$ cat config.mk
export PLATFORM = sky130hd
export DESIGN_NAME = nes_button_events
export DESIGN_NICKNAME = d
export VERILOG_FILES = /design/src/rtl/nes_pkg.sv /design/src/rtl/nes_evt_fifo.sv /design/src/rtl/nes_button_events.sv
export SDC_FILE = /design/constraint.sdc
export NUM_CORES = 1
export LEC_CHECK = 0
export CAP_MARGIN = 20
export CELL_PAD_IN_SITES_DETAIL_PLACEMENT = 1
export CELL_PAD_IN_SITES_GLOBAL_PLACEMENT = 1
export CORE_MARGIN = 2
export CORE_UTILIZATION = 26
export CTS_CLUSTER_SIZE = 16
export DETAILED_ROUTE_END_ITERATION = 6
export PLACE_DENSITY = 0.48
export RECOVER_POWER = 50
export SYNTH_ARGS = -nofsm -noshare
export SYNTH_HDL_FRONTEND = slang
export SYNTH_SLANG_ARGS = --single-unit
$ cat constraint.sdc
create_clock -name clk_900KHz -period 4.3 [get_ports clk_900KHz]
set_input_delay 1.075 -clock clk_900KHz [delete_from_list [all_inputs] [get_ports clk_900KHz]]
set_output_delay 1.075 -clock clk_900KHz [all_outputs]
set_load 0.05 [all_outputs]
$ cat src/rtl/nes_pkg.sv
// Shared types, widths and the priority-select helper for the NES button event block.
package nes_pkg;

    localparam int unsigned NES_NUM_BTNS = 8;
    localparam int unsigned NES_EVT_W    = 4;
    localparam int unsigned NES_STAMP_W  = 16;

    typedef enum logic [2:0] {
        BTN_A      = 3'd0,
        BTN_B      = 3'd1,
        BTN_SELECT = 3'd2,
        BTN_START  = 3'd3,
        BTN_UP     = 3'd4,
        BTN_DOWN   = 3'd5,
        BTN_LEFT   = 3'd6,
        BTN_RIGHT  = 3'd7
    } nes_btn_e;

    typedef struct packed {
        logic       pressed;
        logic [2:0] idx;
    } nes_evt_t;

    // Lowest set bit wins; returns BTN_A for an empty mask (caller gates on |mask).
    function automatic nes_btn_e nes_lowest_idx(input logic [NES_NUM_BTNS-1:0] mask);
        nes_btn_e idx;
        idx = BTN_A;
        for (int i = int'(NES_NUM_BTNS) - 1; i >= 0; i--) begin
            if (mask[i]) begin
                idx = nes_btn_e'(3'(i));
            end
        end
        return idx;
    endfunction

endpackage

$ cat src/rtl/nes_evt_fifo.sv
// Synchronous first-word-fall-through FIFO with occupancy count.
// Depth must be a power of two so the pointers wrap naturally.
module nes_evt_fifo #(
    parameter int unsigned Width = 4,
    parameter int unsigned Depth = 8
) (
    input  logic                       clk_i,
    input  logic                       rst_i,
    input  logic                       push_i,
    input  logic [Width-1:0]           wdata_i,
    input  logic                       pop_i,
    output logic [Width-1:0]           rdata_o,
    output logic                       full_o,
    output logic                       empty_o,
    output logic [$clog2(Depth+1)-1:0] level_o
);

    localparam int unsigned PtrW   = $clog2(Depth);
    localparam int unsigned LevelW = $clog2(Depth + 1);

    logic [Width-1:0]  mem_q [Depth];
    logic [PtrW-1:0]   wr_ptr_q, wr_ptr_d;
    logic [PtrW-1:0]   rd_ptr_q, rd_ptr_d;
    logic [LevelW-1:0] count_q, count_d;
    logic              do_push, do_pop;

    assign full_o  = (count_q == LevelW'(Depth));
    assign empty_o = (count_q == '0);
    assign level_o = count_q;
    assign rdata_o = empty_o ? '0 : mem_q[rd_ptr_q];

    assign do_push = push_i && !full_o;
    assign do_pop  = pop_i && !empty_o;

    always_comb begin
        wr_ptr_d = wr_ptr_q;
        rd_ptr_d = rd_ptr_q;
        count_d  = count_q;
        if (do_push) begin
            wr_ptr_d = wr_ptr_q + 1'b1;
        end
        if (do_pop) begin
            rd_ptr_d = rd_ptr_q + 1'b1;
        end
        unique case ({do_push, do_pop})
            2'b10:   count_d = count_q + 1'b1;
            2'b01:   count_d = count_q - 1'b1;
            default: count_d = count_q;
        endcase
    end

    always_ff @(posedge clk_i or posedge rst_i) begin
        if (rst_i) begin
            wr_ptr_q <= '0;
            rd_ptr_q <= '0;
            count_q  <= '0;
        end else begin
            wr_ptr_q <= wr_ptr_d;
            rd_ptr_q <= rd_ptr_d;
            count_q  <= count_d;
        end
    end

    // Storage needs no reset: entries are only visible once counted.
    always_ff @(posedge clk_i) begin
        if (do_push) begin
            mem_q[wr_ptr_q] <= wdata_i;
        end
    end

endmodule

$ cat src/rtl/nes_button_events.sv
// Per-button debounce, press/release event generation and event FIFO for an NES pad.
// Optional NES_EVT_TIMESTAMP_EN adds a sample-frame counter and per-event evt_stamp output.
module nes_button_events
    import nes_pkg::*;
#(
    parameter int unsigned DEBOUNCE_CNT = 3,
    parameter int unsigned FIFO_DEPTH   = 8
) (
    input  logic                            clk_900KHz,
    input  logic                            reset,
    input  logic                            sample_valid,
    input  logic [NES_NUM_BTNS-1:0]         btn_sample,
    output logic                            evt_valid,
    input  logic                            evt_ready,
    output logic [NES_EVT_W-1:0]            evt_code,
    output logic [NES_NUM_BTNS-1:0]         btn_state,
    output logic [$clog2(FIFO_DEPTH+1)-1:0] fifo_level,
    output logic                            overflow
`ifdef NES_EVT_TIMESTAMP_EN
    ,
    output logic [NES_STAMP_W-1:0]          evt_stamp
`endif
);

    localparam int unsigned LevelW = $clog2(FIFO_DEPTH + 1);
    localparam logic [3:0]  CntMax = 4'(DEBOUNCE_CNT - 1);
`ifdef NES_EVT_TIMESTAMP_EN
    localparam int unsigned FifoW  = NES_EVT_W + NES_STAMP_W;
`else
    localparam int unsigned FifoW  = NES_EVT_W;
`endif

    logic [NES_NUM_BTNS-1:0]      btn_state_q, btn_state_d;
    logic [NES_NUM_BTNS-1:0][3:0] cnt_q, cnt_d;
    logic [NES_NUM_BTNS-1:0]      pending_q, pending_d;
    logic                         overflow_q, overflow_d;
    logic [NES_NUM_BTNS-1:0]      flip;

    nes_btn_e                     sel_idx;
    logic                         push;
    logic [NES_NUM_BTNS-1:0]      push_mask;
    logic [NES_NUM_BTNS-1:0]      pend_cleared;
    nes_evt_t                     push_evt;

    logic [FifoW-1:0]             fifo_wdata;
    logic [FifoW-1:0]             fifo_rdata;
    logic                         fifo_full;
    logic                         fifo_empty;
    logic [LevelW-1:0]            fifo_count;

    // Debounce: a button flips only after DEBOUNCE_CNT consecutive differing samples.
    always_comb begin
        btn_state_d = btn_state_q;
        cnt_d       = cnt_q;
        flip        = '0;
        if (sample_valid) begin
            for (int i = 0; i < int'(NES_NUM_BTNS); i++) begin
                if (btn_sample[i] == btn_state_q[i]) begin
                    cnt_d[i] = '0;
                end else if (cnt_q[i] == CntMax) begin
                    btn_state_d[i] = ~btn_state_q[i];
                    cnt_d[i]       = '0;
                    flip[i]        = 1'b1;
                end else begin
                    cnt_d[i] = cnt_q[i] + 4'd1;
                end
            end
        end
    end

    // Scanner: lowest pending index is pushed when the registered full flag allows.
    always_comb begin
        sel_idx          = nes_lowest_idx(pending_q);
        push             = (|pending_q) && !fifo_full;
        push_mask        = '0;
        push_mask[sel_idx] = push;
        push_evt.pressed = btn_state_q[sel_idx];
        push_evt.idx     = sel_idx;
    end

    // Clear from the push applies first, then the debounce flip toggles on top of it.
    always_comb begin
        pend_cleared = pending_q & ~push_mask;
        pending_d    = pend_cleared ^ flip;
        overflow_d   = overflow_q | (|(pend_cleared & flip));
    end

    always_ff @(posedge clk_900KHz or posedge reset) begin
        if (reset) begin
            btn_state_q <= '0;
            cnt_q       <= '0;
            pending_q   <= '0;
            overflow_q  <= 1'b0;
        end else begin
            btn_state_q <= btn_state_d;
            cnt_q       <= cnt_d;
            pending_q   <= pending_d;
            overflow_q  <= overflow_d;
        end
    end

`ifdef NES_EVT_TIMESTAMP_EN
    logic [NES_STAMP_W-1:0] frame_q;

    always_ff @(posedge clk_900KHz or posedge reset) begin
        if (reset) begin
            frame_q <= '0;
        end else if (sample_valid) begin
            frame_q <= frame_q + 1'b1;
        end
    end

    assign fifo_wdata = {frame_q, push_evt};
    assign evt_stamp  = fifo_rdata[FifoW-1:NES_EVT_W];
`else
    assign fifo_wdata = push_evt;
`endif

    nes_evt_fifo #(
        .Width (FifoW),
        .Depth (FIFO_DEPTH)
    ) u_fifo (
        .clk_i   (clk_900KHz),
        .rst_i   (reset),
        .push_i  (push),
        .wdata_i (fifo_wdata),
        .pop_i   (evt_ready),
        .rdata_o (fifo_rdata),
        .full_o  (fifo_full),
        .empty_o (fifo_empty),
        .level_o (fifo_count)
    );

    assign evt_valid  = !fifo_empty;
    assign evt_code   = fifo_rdata[NES_EVT_W-1:0];
    assign btn_state  = btn_state_q;
    assign fifo_level = fifo_count;
    assign overflow   = overflow_q;

endmodule

==> metrics.txt, run 1 <==
# TYPE chip_impl_metric gauge
chip_impl_metric{name="final_worst_clock_skew",unit="ns"} 0.00589
chip_impl_metric{name="cts.htree.levels",unit=""} 3
chip_impl_info{name="setup_repair_after_global_routing_missed_its_margin",value="no"} 1
chip_impl_metric{name="regToRegSetupSlack",unit="ns"} 1.32
chip_impl_metric{name="synthAdderAreaFrac",unit=""} 0.0850
chip_impl_info{name="timing.critical_path.cells",value="mux4_2 > mux2i_1 > nor2_1 > clkdlybuf4s50_1"} 1
chip_impl_metric{name="yosysSeqAreaShare",unit=""} 0.541
chip_impl_metric{name="postSynthAreaPerCell",unit="sq um"} 11.5
chip_impl_info{name="critical-path-top-delay-family",value="buffers and inverters"} 1
chip_impl_metric{name="initial_core_util",unit=""} 0.263
chip_impl_metric{name="place.gp.congestion",unit=""} 0.756
chip_impl_info{name="synth_top_family_by_area",value="simple AND/OR/NAND/NOR gates"} 1
chip_impl_metric{name="floorplan.die_area",unit="sq um"} 18400
chip_impl_metric{name="fin_crit",unit="ns"} 3.65
chip_impl_metric{name="post-synth-top-area-fraction",unit=""} 0.328
chip_impl_info{name="timing.critical_path.slowest_stage_cell",value="clkdlybuf4s50_1"} 1
chip_impl_metric{name="detailedPlace.worstSlack",unit="ns"} 0.973
chip_impl_metric{name="cp.buffers_inverters",unit=""} 1
chip_impl_metric{name="sinks_on_the_clock_net",unit=""} 91
chip_impl_metric{name="max-slew-margin-rel",unit=""} -0.450
chip_impl_metric{name="finalSetupViolCount",unit=""} 0
chip_impl_metric{name="clock_pin_transition_on_the_worst_setup_and_hold_timing_paths",unit="ns"} 0.06
chip_impl_info{name="endpoint_kind",value="output pin"} 1
chip_impl_metric{name="worst_slew_pin_slew",unit="ns"} 2.18
chip_impl_metric{name="die_w",unit="um"} 136
chip_impl_metric{name="routed_wire_length_per_instance",unit="um"} 14.5
chip_impl_metric{name="largest_net_degree_at_the_start_of_global_routing",unit=""} 60
chip_impl_metric{name="worstPathRequired",unit="ns"} 3.22
chip_impl_metric{name="routed-via-count",unit=""} 3022
chip_impl_metric{name="postSynthCellCount",unit=""} 391
chip_impl_metric{name="p_int",unit="W"} 0.00252
chip_impl_metric{name="global_route_wire_length_before_repair",unit="um"} 15900
chip_impl_metric{name="top_level_ports",unit=""} 30
chip_impl_metric{name="routed_wl",unit="um"} 9490
chip_impl_metric{name="power_switching_share",unit=""} 0.424
chip_impl_metric{name="avgViaCountPerCell",unit=""} 4.63
chip_impl_metric{name="synth_warnings",unit=""} 0
chip_impl_metric{name="clkPwrFrac",unit=""} 0.180
chip_impl_metric{name="power_frac_comb",unit=""} 0.450
chip_impl_metric{name="post-cts-setup-buffer-count",unit=""} 0
chip_impl_metric{name="ant_nets",unit=""} 0
chip_impl_metric{name="cts_made_buffers",unit=""} 9
chip_impl_metric{name="grt_pass1_vias",unit=""} 3085
chip_impl_info{name="synth.cells.most_frequent",value="59 x dfrtp_1, 41 x nand2_1, 32 x edfxtp_1"} 1
chip_impl_metric{name="clock_insertion_delay_worst_skew",unit="ns"} 0.35
chip_impl_metric{name="cpPeakStageDelay",unit="ns"} 0.73
chip_impl_metric{name="drv_slew",unit=""} 116
chip_impl_metric{name="async_reset_ff_frac",unit=""} 0.648
chip_impl_info{name="failed_checks",value="max-capacitance violations, max-slew violations"} 1
chip_impl_metric{name="timing.critical_path.arrival",unit="ns"} 2.57
chip_impl_metric{name="core-area",unit="sq um"} 17100
chip_impl_info{name="kind_of_path_behind_the_tightest_hold_check",value="reg -> reg"} 1
chip_impl_metric{name="synth_area",unit="sq um"} 4510
chip_impl_metric{name="post_synth_num_cell_types",unit=""} 43
chip_impl_metric{name="insertedDiodeCount",unit=""} 0
chip_impl_metric{name="syn2layout_area_growth",unit="%"} 18.1
chip_impl_metric{name="cts_max_path_buffers",unit=""} 2
chip_impl_info{name="cts_tree",value="done"} 1
chip_impl_metric{name="place.port_buffers",unit=""} 29
chip_impl_metric{name="synth_nets",unit=""} 433
chip_impl_metric{name="initial_antenna_violation_count",unit=""} 0
chip_impl_info{name="synth_flop_cell",value="dfrtp_1"} 1
chip_impl_info{name="yosys.area.top_type",value="dfrtp_1"} 1
chip_impl_metric{name="die_height",unit="um"} 136
chip_impl_metric{name="power_per_cell_area",unit="nW/um^2"} 822
chip_impl_metric{name="yosys-mux-area-fraction",unit=""} 0.0738
chip_impl_metric{name="number_of_enable_type_register_cells_in_the_synthesized_netlist",unit=""} 32
chip_impl_metric{name="maxClockFrequency",unit="MHz"} 274
chip_impl_metric{name="layout_cell_share_with_drive_strength_beyond_1",unit=""} 0.0841
chip_impl_metric{name="final_stage_net_count",unit=""} 465
chip_impl_metric{name="timing_hold_violations_final",unit=""} 0
chip_impl_metric{name="ys_seq_elements",unit=""} 91
chip_impl_metric{name="vdd_drop_max",unit="V"} 0.000495
chip_impl_info{name="synth_top_cells_by_area",value="dfrtp_1 33%, edfxtp_1 21%, ha_1 8.1%, mux4_2 4.0%, xor2_1 3.5%"} 1
chip_impl_metric{name="post_synth_xor_area_fraction",unit=""} 0.0466
chip_impl_metric{name="synthSimpleGateAreaFrac",unit=""} 0.142
chip_impl_metric{name="leakage",unit="nW"} 2.26
chip_impl_metric{name="totalNegativeSetupSlack",unit="ns"} 0
chip_impl_metric{name="timing.max_cap.violations",unit=""} 2
chip_impl_metric{name="route.detailed.drc",unit=""} 0
chip_impl_metric{name="worstPathMaxFanout",unit=""} 10
chip_impl_metric{name="postCtsResizedCells",unit=""} 0
chip_impl_metric{name="global_route.overflow_total",unit=""} 0
chip_impl_metric{name="setup_slack",unit="ns"} 0.652
chip_impl_metric{name="grt.total_usage",unit=""} 0.112
chip_impl_metric{name="drt_pre_antenna_iters",unit=""} 4
chip_impl_metric{name="fillers",unit=""} 1892
chip_impl_metric{name="finalCritPeriodShare",unit=""} 0.848
chip_impl_info{name="crit_type",value="reg -> out"} 1
chip_impl_info{name="worst_setup_path_start_kind",value="register"} 1
chip_impl_info{name="run_status",value="finished with violations"} 1
chip_impl_metric{name="power_switching",unit="W"} 0.00186
chip_impl_metric{name="std_cell_rows",unit=""} 48
chip_impl_metric{name="dp_hpwl",unit="um"} 6810
chip_impl_metric{name="share_seq_of_total_power",unit=""} 0.370
chip_impl_info{name="cts.root.buffer_cell",value="clkbuf_16"} 1
chip_impl_metric{name="synth_compound_gate_area_share",unit=""} 0.0811
chip_impl_info{name="yosys.cell_count.top_type",value="dfrtp_1"} 1
chip_impl_metric{name="postCtsHoldBufs",unit=""} 0
chip_impl_metric{name="detail_route.iter0.violations",unit=""} 83
-- layout make-up --
cell class                      count  area, sq um  share of cell area
Clock buffer                        9          225              0.0423
Inverter                           26         97.6              0.0183
Tap cell                          225          282              0.0529
Timing Repair Buffer               31          297              0.0557
Sequential cell                    91         2440               0.458
Clock inverter                      7         67.6              0.0127
Multi-Input combinational cell    264         1920               0.360
-- cell families after synthesis --
| family | Yosys count |
|---|---|
| AOI/OAI and AO/OA | 58 |
| xor gates and xnor gates | 24 |
| adders and majority gates | 30 |
| buffers and inverters | 36 |
| DFF | 91 |
| muxes | 23 |
| and+or+nand+nor | 129 |
-- layout by cell type (no fill, tap or decap), types with 13 or more instances in the layout --
cell / synthesis / final
dfrtp_1: 59 / 59
nand2_1: 41 / 42
edfxtp_1: 32 / 32
ha_1: 29 / 29
clkdlybuf4s50_1: 0 / 27
o21ai_0: 25 / 25
inv_1: 26 / 25
nor2_1: 25 / 25
xor2_1: 18 / 18
nand3_1: 18 / 18
nand4_1: 16 / 16
mux2i_1: 13 / 13
-- worst paths after layout --
check	start	end	cells past startpoint
max	u_fifo.rd_ptr_q[0]	evt_code[0]	4
min	cnt_q[15]	cnt_q[15]	1
max reg2reg	u_fifo.level_o[3]	u_fifo.level_o[3]	11
min reg2reg	cnt_q[15]	cnt_q[15]	1
max in group asynchronous	reset	btn_state[6]	3
min in group asynchronous	reset	u_fifo.rd_ptr_q[1]	3
-- sequential cells by signal, summed over array words and instances (netlist names) --
signal / cells
u_fifo.wr_ptr_q: 3
pending_q: 8
u_fifo.level_o: 4
btn_state: 8
cnt_q: 32
u_fifo.rd_ptr_q: 3
u_fifo.mem_q: 32
overflow: 1
-- metal layers --
metal	track usage	wire length, um
met5	0	0
met4	0.0417	140
met3	0.0344	318
met2	0.189	4590
met1	0.136	4440
-- stage by stage --
step	area [sq um]	hold slack [ns]	instances	utilization	total power (W)
after floorplan	4510	0.444	391	-	0.00303
after global placement	5050	0.468	637	0.295	0.00361
after detailed placement	5050	0.474	637	0.295	0.00366
after CTS	5340	0.487	653	0.312	0.00448
after global routing	5320	0.506	653	0.311	0.00471
final	5320	0.479	653	0.311	0.00438
-- power groups by stage --
stage	Clock [W]	Sequential (W)	Combinational [W]
2_1_floorplan	0	0.00173	0.00131
3_3_place_gp	0	0.00164	0.00197
3_5_place_dp	0	0.00165	0.00201
4_1_cts	0.000823	0.00164	0.00202
5_1_grt	0.000853	0.00167	0.00218
6_report	0.000786	0.00162	0.00197
Power figures use the tool's default switching activity.
==> run 2: changes to the inputs <==
Settings changed: PLACE_DENSITY 0.48 to 0.49.
Clock period 4.3 ns to 3.06 ns, I/O delays scaled along.
==> run 2 against run 1 <==
Against the previous run: the flow still finishes with violations (max-capacitance violations, max-slew violations); routed wire length rose by 1.2%; flip-flop and latch count unchanged; clock skew about the same; hold slack improved by 0.0023 ns; setup slack worse by 0.41 ns; largest cell class unchanged; first-iteration DRC count increased by 67%; core utilization rose by 0.39 points; die area unchanged.
==> metrics.txt, run 2 (synthesis results as in run 1) <==
# TYPE chip_impl_metric gauge
chip_impl_info{name="setup_repair_after_global_routing_missed_its_margin",value="no"} 1
chip_impl_metric{name="die_w",unit="um"} 136
chip_impl_metric{name="area_used_by_multi_input_combinational_logic",unit="sq um"} 1920
chip_impl_metric{name="sinks_on_the_clock_net",unit=""} 91
chip_impl_metric{name="die_height",unit="um"} 136
chip_impl_metric{name="worstPathMaxFanout",unit=""} 6
chip_impl_metric{name="insertedDiodeCount",unit=""} 0
chip_impl_metric{name="rr_worst_depth",unit=""} 11
chip_impl_metric{name="numPlacedInstances",unit=""} 643
chip_impl_metric{name="grt.total_usage",unit=""} 0.116
chip_impl_info{name="cts_tree",value="done"} 1
chip_impl_metric{name="power_per_cell_area",unit="nW/um^2"} 1160
chip_impl_metric{name="whs_path_depth",unit=""} 1
chip_impl_metric{name="fin_area",unit="sq um"} 5390
chip_impl_info{name="layout_commonest_cell",value="dfrtp_1"} 1
chip_impl_metric{name="post-cts-setup-buffer-count",unit=""} 0
chip_impl_metric{name="routed_wire_length_per_instance",unit="um"} 14.6
chip_impl_metric{name="final_stage_net_count",unit=""} 471
chip_impl_metric{name="ff_latch_area",unit="sq um"} 2440
chip_impl_metric{name="cts_max_path_buffers",unit=""} 2
chip_impl_metric{name="largest_net_degree_at_the_start_of_global_routing",unit=""} 65
chip_impl_info{name="run_status",value="finished with violations"} 1
chip_impl_metric{name="fin_crit",unit="ns"} 2.82
chip_impl_info{name="crit_type",value="reg -> out"} 1
chip_impl_metric{name="cts_made_buffers",unit=""} 9
chip_impl_metric{name="place.gp.congestion",unit=""} 0.737
chip_impl_metric{name="avgViaCountPerCell",unit=""} 4.65
chip_impl_metric{name="maxClockFrequency",unit="MHz"} 354
chip_impl_info{name="failed_checks",value="max-capacitance violations, max-slew violations"} 1
chip_impl_metric{name="initial_core_util",unit=""} 0.263
chip_impl_metric{name="detail_route.iter0.violations",unit=""} 139
chip_impl_metric{name="fillers",unit=""} 1898
chip_impl_metric{name="dpl-instance-area",unit="sq um"} 5110
chip_impl_info{name="worst_setup_path_start_kind",value="register"} 1
chip_impl_metric{name="layout_cell_share_with_drive_strength_beyond_1",unit=""} 0.101
chip_impl_metric{name="routed_wl",unit="um"} 9600
chip_impl_metric{name="final.hold.worst_slack",unit="ns"} 0.481
chip_impl_metric{name="cts.htree.levels",unit=""} 3
chip_impl_metric{name="max-slew-margin-rel",unit=""} -0.0228
chip_impl_metric{name="final_worst_clock_skew",unit="ns"} 0.00576
chip_impl_metric{name="dp_hpwl",unit="um"} 7000
chip_impl_metric{name="place.port_buffers",unit=""} 29
chip_impl_metric{name="drv_slew",unit=""} 60
chip_impl_metric{name="timing.max_cap.violations",unit=""} 1
chip_impl_metric{name="std_cell_rows",unit=""} 48
chip_impl_metric{name="regToRegSetupSlack",unit="ns"} 0.36
chip_impl_metric{name="clock_insertion_delay_worst_skew",unit="ns"} 0.34
chip_impl_metric{name="top_level_ports",unit=""} 30
chip_impl_metric{name="setup_slack",unit="ns"} 0.239
chip_impl_metric{name="vdd_drop_max",unit="V"} 0.000448
chip_impl_metric{name="leakage",unit="nW"} 2.31
chip_impl_metric{name="worstPathRequired",unit="ns"} 2.29
chip_impl_metric{name="global_route_wire_length_before_repair",unit="um"} 16600
chip_impl_metric{name="timing_hold_violations_final",unit=""} 0
chip_impl_metric{name="initial_antenna_violation_count",unit=""} 0
chip_impl_metric{name="route.detailed.drc",unit=""} 0
chip_impl_info{name="reg.largest.list",value="cnt_q: 32 flops, u_fifo.mem_q: 32 flops"} 1
chip_impl_metric{name="core-area",unit="sq um"} 17100
chip_impl_metric{name="finalCritPeriodShare",unit=""} 0.922
chip_impl_metric{name="totalNegativeSetupSlack",unit="ns"} 0
chip_impl_info{name="mostFrequentLayoutCells",value="59 x dfrtp_1, 42 x nand2_1, 32 x edfxtp_1, 29 x ha_1, 26 x o21ai_0"} 1
chip_impl_metric{name="ant_nets",unit=""} 0
chip_impl_metric{name="global_route.overflow_total",unit=""} 0
chip_impl_metric{name="drt_pre_antenna_iters",unit=""} 4
chip_impl_metric{name="postCtsResizedCells",unit=""} 0
chip_impl_metric{name="clock_pin_transition_on_the_worst_setup_and_hold_timing_paths",unit="ns"} 0.06
chip_impl_metric{name="syn2layout_area_growth",unit="%"} 19.6
chip_impl_metric{name="final_cell_count_no_fill",unit=""} 659
chip_impl_info{name="endpoint_kind",value="output pin"} 1
chip_impl_metric{name="worst_slew_pin_slew",unit="ns"} 1.53
chip_impl_metric{name="detailedPlace.worstSlack",unit="ns"} 0.379
chip_impl_metric{name="grt_pass1_vias",unit=""} 3314
chip_impl_metric{name="finalSetupViolCount",unit=""} 0
chip_impl_info{name="kind_of_path_behind_the_tightest_hold_check",value="reg -> reg"} 1
chip_impl_metric{name="routed-via-count",unit=""} 3065
chip_impl_metric{name="postCtsHoldBufs",unit=""} 0
chip_impl_metric{name="floorplan.die_area",unit="sq um"} 18400
chip_impl_info{name="cts.root.buffer_cell",value="clkbuf_16"} 1
chip_impl_metric{name="timing.critical_path.arrival",unit="ns"} 2.06
run 2: layout make-up:
cell class	count	share of cell area
Clock inverter	6	0.0151
Timing Repair Buffer	37	0.0641
Sequential cell	91	0.452
Tap cell	225	0.0522
Inverter	26	0.0181
Clock buffer	10	0.0425
Multi-Input combinational cell	264	0.356
run 2: final timing paths:
kind | from | endpoint
max in group asynchronous | reset | cnt_q[11]
min in group asynchronous | reset | u_fifo.level_o[0]
worst max-delay path | u_fifo.level_o[0] | evt_valid
worst max register to register | u_fifo.level_o[0] | u_fifo.level_o[3]
worst min-delay path | cnt_q[3] | cnt_q[3]
worst min register to register | cnt_q[3] | cnt_q[3]
run 2: critical path, stage by stage (launching register included):
cell	delay (ns)
dfrtp_1	0.47
nor4_1	0.31
buf_4	0.20
inv_1	0.05
clkdlybuf4s50_1	0.69
run 2: where the power goes:
| group | internal, W | leakage [nW] | switching [W] |
|---|---|---|---|
| combinational | 0.00107 | 1.10 | 0.00178 |
| clock | 0.000710 | 0.152 | 0.000455 |
| sequential | 0.00187 | 1.06 | 0.000371 |
run 2: routing by layer:
metal / share of wire / global-route usage / vias up / wire, um
met5: 0 / 0 / - / 0
met4: 0.011 / 0.0295 / 0 / 107
met3: 0.030 / 0.0397 / 8 / 284
met2: 0.51 / 0.201 / 24 / 4860
met1: 0.45 / 0.139 / 1549 / 4350
li1: - / - / 1484 / -
run 2: through the flow:
stage / power (W) / util
2_1_floorplan: 0.00426 / -
3_3_place_gp: 0.00513 / 0.298
3_5_place_dp: 0.00521 / 0.298
4_1_cts: 0.00642 / 0.317
5_1_grt: 0.00676 / 0.315
6_report: 0.00626 / 0.315
==> run 3: changes to the inputs <==
Settings changed: CORE_ASPECT_RATIO set to 1.2, HOLD_SLACK_MARGIN set to 0.03.
==> run 3 against run 2 <==
Against the previous run: the run still ends with max-capacitance violations, max-slew violations left; clock power is 7% lower; non-clock buffer count stayed put; power is 1.7% lower; critical path type unchanged.
==> metrics.txt, run 3 (synthesis results as in run 1) <==
# TYPE chip_impl_metric gauge
chip_impl_info{name="run_status",value="finished with violations"} 1
chip_impl_info{name="failed_checks",value="max-capacitance violations, max-slew violations"} 1
chip_impl_metric{name="dp_hpwl",unit="um"} 6990
chip_impl_info{name="layout_commonest_cell",value="dfrtp_1"} 1
chip_impl_metric{name="place.gp.congestion",unit=""} 0.790
chip_impl_metric{name="die_height",unit="um"} 148
chip_impl_metric{name="global_route_wire_length_before_repair",unit="um"} 16200
chip_impl_metric{name="largest_net_degree_at_the_start_of_global_routing",unit=""} 60
chip_impl_metric{name="layout.core_utilization",unit=""} 0.316
chip_impl_metric{name="core-area",unit="sq um"} 16900
chip_impl_metric{name="std_cell_rows",unit=""} 52
chip_impl_metric{name="worstPathRequired",unit="ns"} 2.29
chip_impl_metric{name="grt_pass1_vias",unit=""} 3233
chip_impl_info{name="crit_type",value="reg -> out"} 1
chip_impl_metric{name="vdd_drop_max",unit="V"} 0.000349
chip_impl_metric{name="routed-via-count",unit=""} 3080
chip_impl_metric{name="top_level_ports",unit=""} 30
chip_impl_metric{name="routed_wl",unit="um"} 9400
chip_impl_info{name="reg.largest.list",value="cnt_q: 32 flops, u_fifo.mem_q: 32 flops"} 1
chip_impl_metric{name="global_route.overflow_total",unit=""} 0
chip_impl_metric{name="insertedDiodeCount",unit=""} 0
chip_impl_metric{name="routed_wire_length_per_instance",unit="um"} 14.5
chip_impl_metric{name="layout_cell_share_with_drive_strength_beyond_1",unit=""} 0.0991
chip_impl_metric{name="die_w",unit="um"} 124
chip_impl_metric{name="numPlacedInstances",unit=""} 634
chip_impl_metric{name="syn2layout_area_growth",unit="%"} 18.7
chip_impl_info{name="mostFrequentLayoutCells",value="59 x dfrtp_1, 42 x nand2_1, 32 x edfxtp_1, 29 x ha_1"} 1
chip_impl_metric{name="timing.max_cap.violations",unit=""} 1
chip_impl_metric{name="totalNegativeSetupSlack",unit="ns"} 0
chip_impl_info{name="worst_hold_startpoint",value="cnt_q[19]"} 1
chip_impl_metric{name="final.hold.worst_slack",unit="ns"} 0.482
chip_impl_metric{name="post-cts-setup-buffer-count",unit=""} 0
chip_impl_info{name="cts_tree",value="done"} 1
chip_impl_metric{name="final_worst_clock_skew",unit="ns"} 0.00673
chip_impl_metric{name="detailedPlace.worstSlack",unit="ns"} 0.352
chip_impl_info{name="worst_setup_path_start_kind",value="register"} 1
chip_impl_metric{name="initial_core_util",unit=""} 0.266
chip_impl_metric{name="drt_pre_antenna_iters",unit=""} 4
chip_impl_metric{name="timing_hold_violations_final",unit=""} 0
chip_impl_metric{name="leakage",unit="nW"} 2.29
chip_impl_metric{name="worstPathMaxFanout",unit=""} 5
chip_impl_metric{name="fillers",unit=""} 1874
chip_impl_metric{name="timing.critical_path.arrival",unit="ns"} 2.01
chip_impl_metric{name="fin_crit",unit="ns"} 2.78
chip_impl_info{name="regToRegStartpoint",value="u_fifo.level_o[0]"} 1
chip_impl_metric{name="sinks_on_the_clock_net",unit=""} 91
chip_impl_metric{name="floorplan.die_area",unit="sq um"} 18400
chip_impl_info{name="kind_of_path_behind_the_tightest_hold_check",value="reg -> reg"} 1
chip_impl_metric{name="worst_slew_pin_slew",unit="ns"} 1.54
chip_impl_metric{name="ant_nets",unit=""} 0
chip_impl_metric{name="cts.htree.levels",unit=""} 3
chip_impl_metric{name="detail_route.iter0.violations",unit=""} 95
chip_impl_metric{name="drv_slew",unit=""} 60
chip_impl_metric{name="max-slew-margin-rel",unit=""} -0.0281
chip_impl_metric{name="cts_max_path_buffers",unit=""} 2
chip_impl_metric{name="clock_insertion_delay_worst_skew",unit="ns"} 0.34
chip_impl_metric{name="area_used_by_multi_input_combinational_logic",unit="sq um"} 1920
chip_impl_metric{name="setup_slack",unit="ns"} 0.283
chip_impl_metric{name="clock_pin_transition_on_the_worst_setup_and_hold_timing_paths",unit="ns"} 0.07
chip_impl_metric{name="finalCritPeriodShare",unit=""} 0.908
chip_impl_metric{name="grt.total_usage",unit=""} 0.114
chip_impl_metric{name="route.detailed.drc",unit=""} 0
chip_impl_metric{name="ff_latch_area",unit="sq um"} 2440
chip_impl_metric{name="postCtsResizedCells",unit=""} 0
chip_impl_info{name="setup.worst_path.start",value="u_fifo.level_o[1]"} 1
chip_impl_metric{name="maxClockFrequency",unit="MHz"} 360
chip_impl_metric{name="postCtsHoldBufs",unit=""} 0
chip_impl_metric{name="final_cell_count_no_fill",unit=""} 650
chip_impl_metric{name="final_stage_net_count",unit=""} 471
chip_impl_metric{name="cts_made_buffers",unit=""} 9
chip_impl_info{name="setup_repair_after_global_routing_missed_its_margin",value="no"} 1
chip_impl_metric{name="initial_antenna_violation_count",unit=""} 0
chip_impl_info{name="endpoint_kind",value="output pin"} 1
chip_impl_info{name="cts.root.buffer_cell",value="clkbuf_16"} 1
chip_impl_metric{name="place.port_buffers",unit=""} 29
chip_impl_metric{name="power_per_cell_area",unit="nW/um^2"} 1150
chip_impl_metric{name="avgViaCountPerCell",unit=""} 4.74
chip_impl_metric{name="finalSetupViolCount",unit=""} 0
[run 3: final cells by class]
type | instances | area share
flip-flops and latches | 91 | 0.455
clock inverters | 5 | 0.0101
well taps | 216 | 0.0505
clock buffers | 11 | 0.0435
repair buffers | 37 | 0.0638
inverters | 26 | 0.0182
multi-input cells | 264 | 0.358
[run 3: worst paths after layout]
| check | cells after the start | endpoint | slack (ns) |
|---|---|---|---|
| worst min-delay path | 1 | cnt_q[19] | 0.48 |
| worst max-delay path | 4 | evt_valid | 0.28 |
| worst min register to register | 1 | cnt_q[19] | 0.48 |
| min in group asynchronous | 3 | u_fifo.wr_ptr_q[2] | 1.40 |
| max in group asynchronous | 3 | cnt_q[9] | 0.74 |
| worst max register to register | 11 | u_fifo.level_o[3] | 0.42 |
[run 3: layer usage]
layer,global-route usage,up-vias,share of wire
met1,0.141,1543,0.44
met2,0.191,35,0.51
li1,-,1485,-
met5,0,-,0
met4,0.0556,0,0.028
met3,0.0211,17,0.022
[run 3: report_power, final]
part	internal, W	switching [W]
combinational	0.00107	0.00174
sequential	0.00187	0.000390
clock	0.000629	0.000456
total	0.00356	0.00259
[run 3: critical path, stage by stage (launching register included)]
cell	delay, ns
dfrtp_1	0.43
nor4_1	0.31
buf_4	0.20
inv_1	0.05
clkdlybuf4s50_1	0.69
[run 3: stage by stage]
stage | total power, W | instance area, sq um
2_1_floorplan | 0.00426 | 4510
3_3_place_gp | 0.00514 | 5100
3_5_place_dp | 0.00520 | 5100
4_1_cts | 0.00631 | 5380
5_1_grt | 0.00668 | 5350
6_report | 0.00615 | 5350
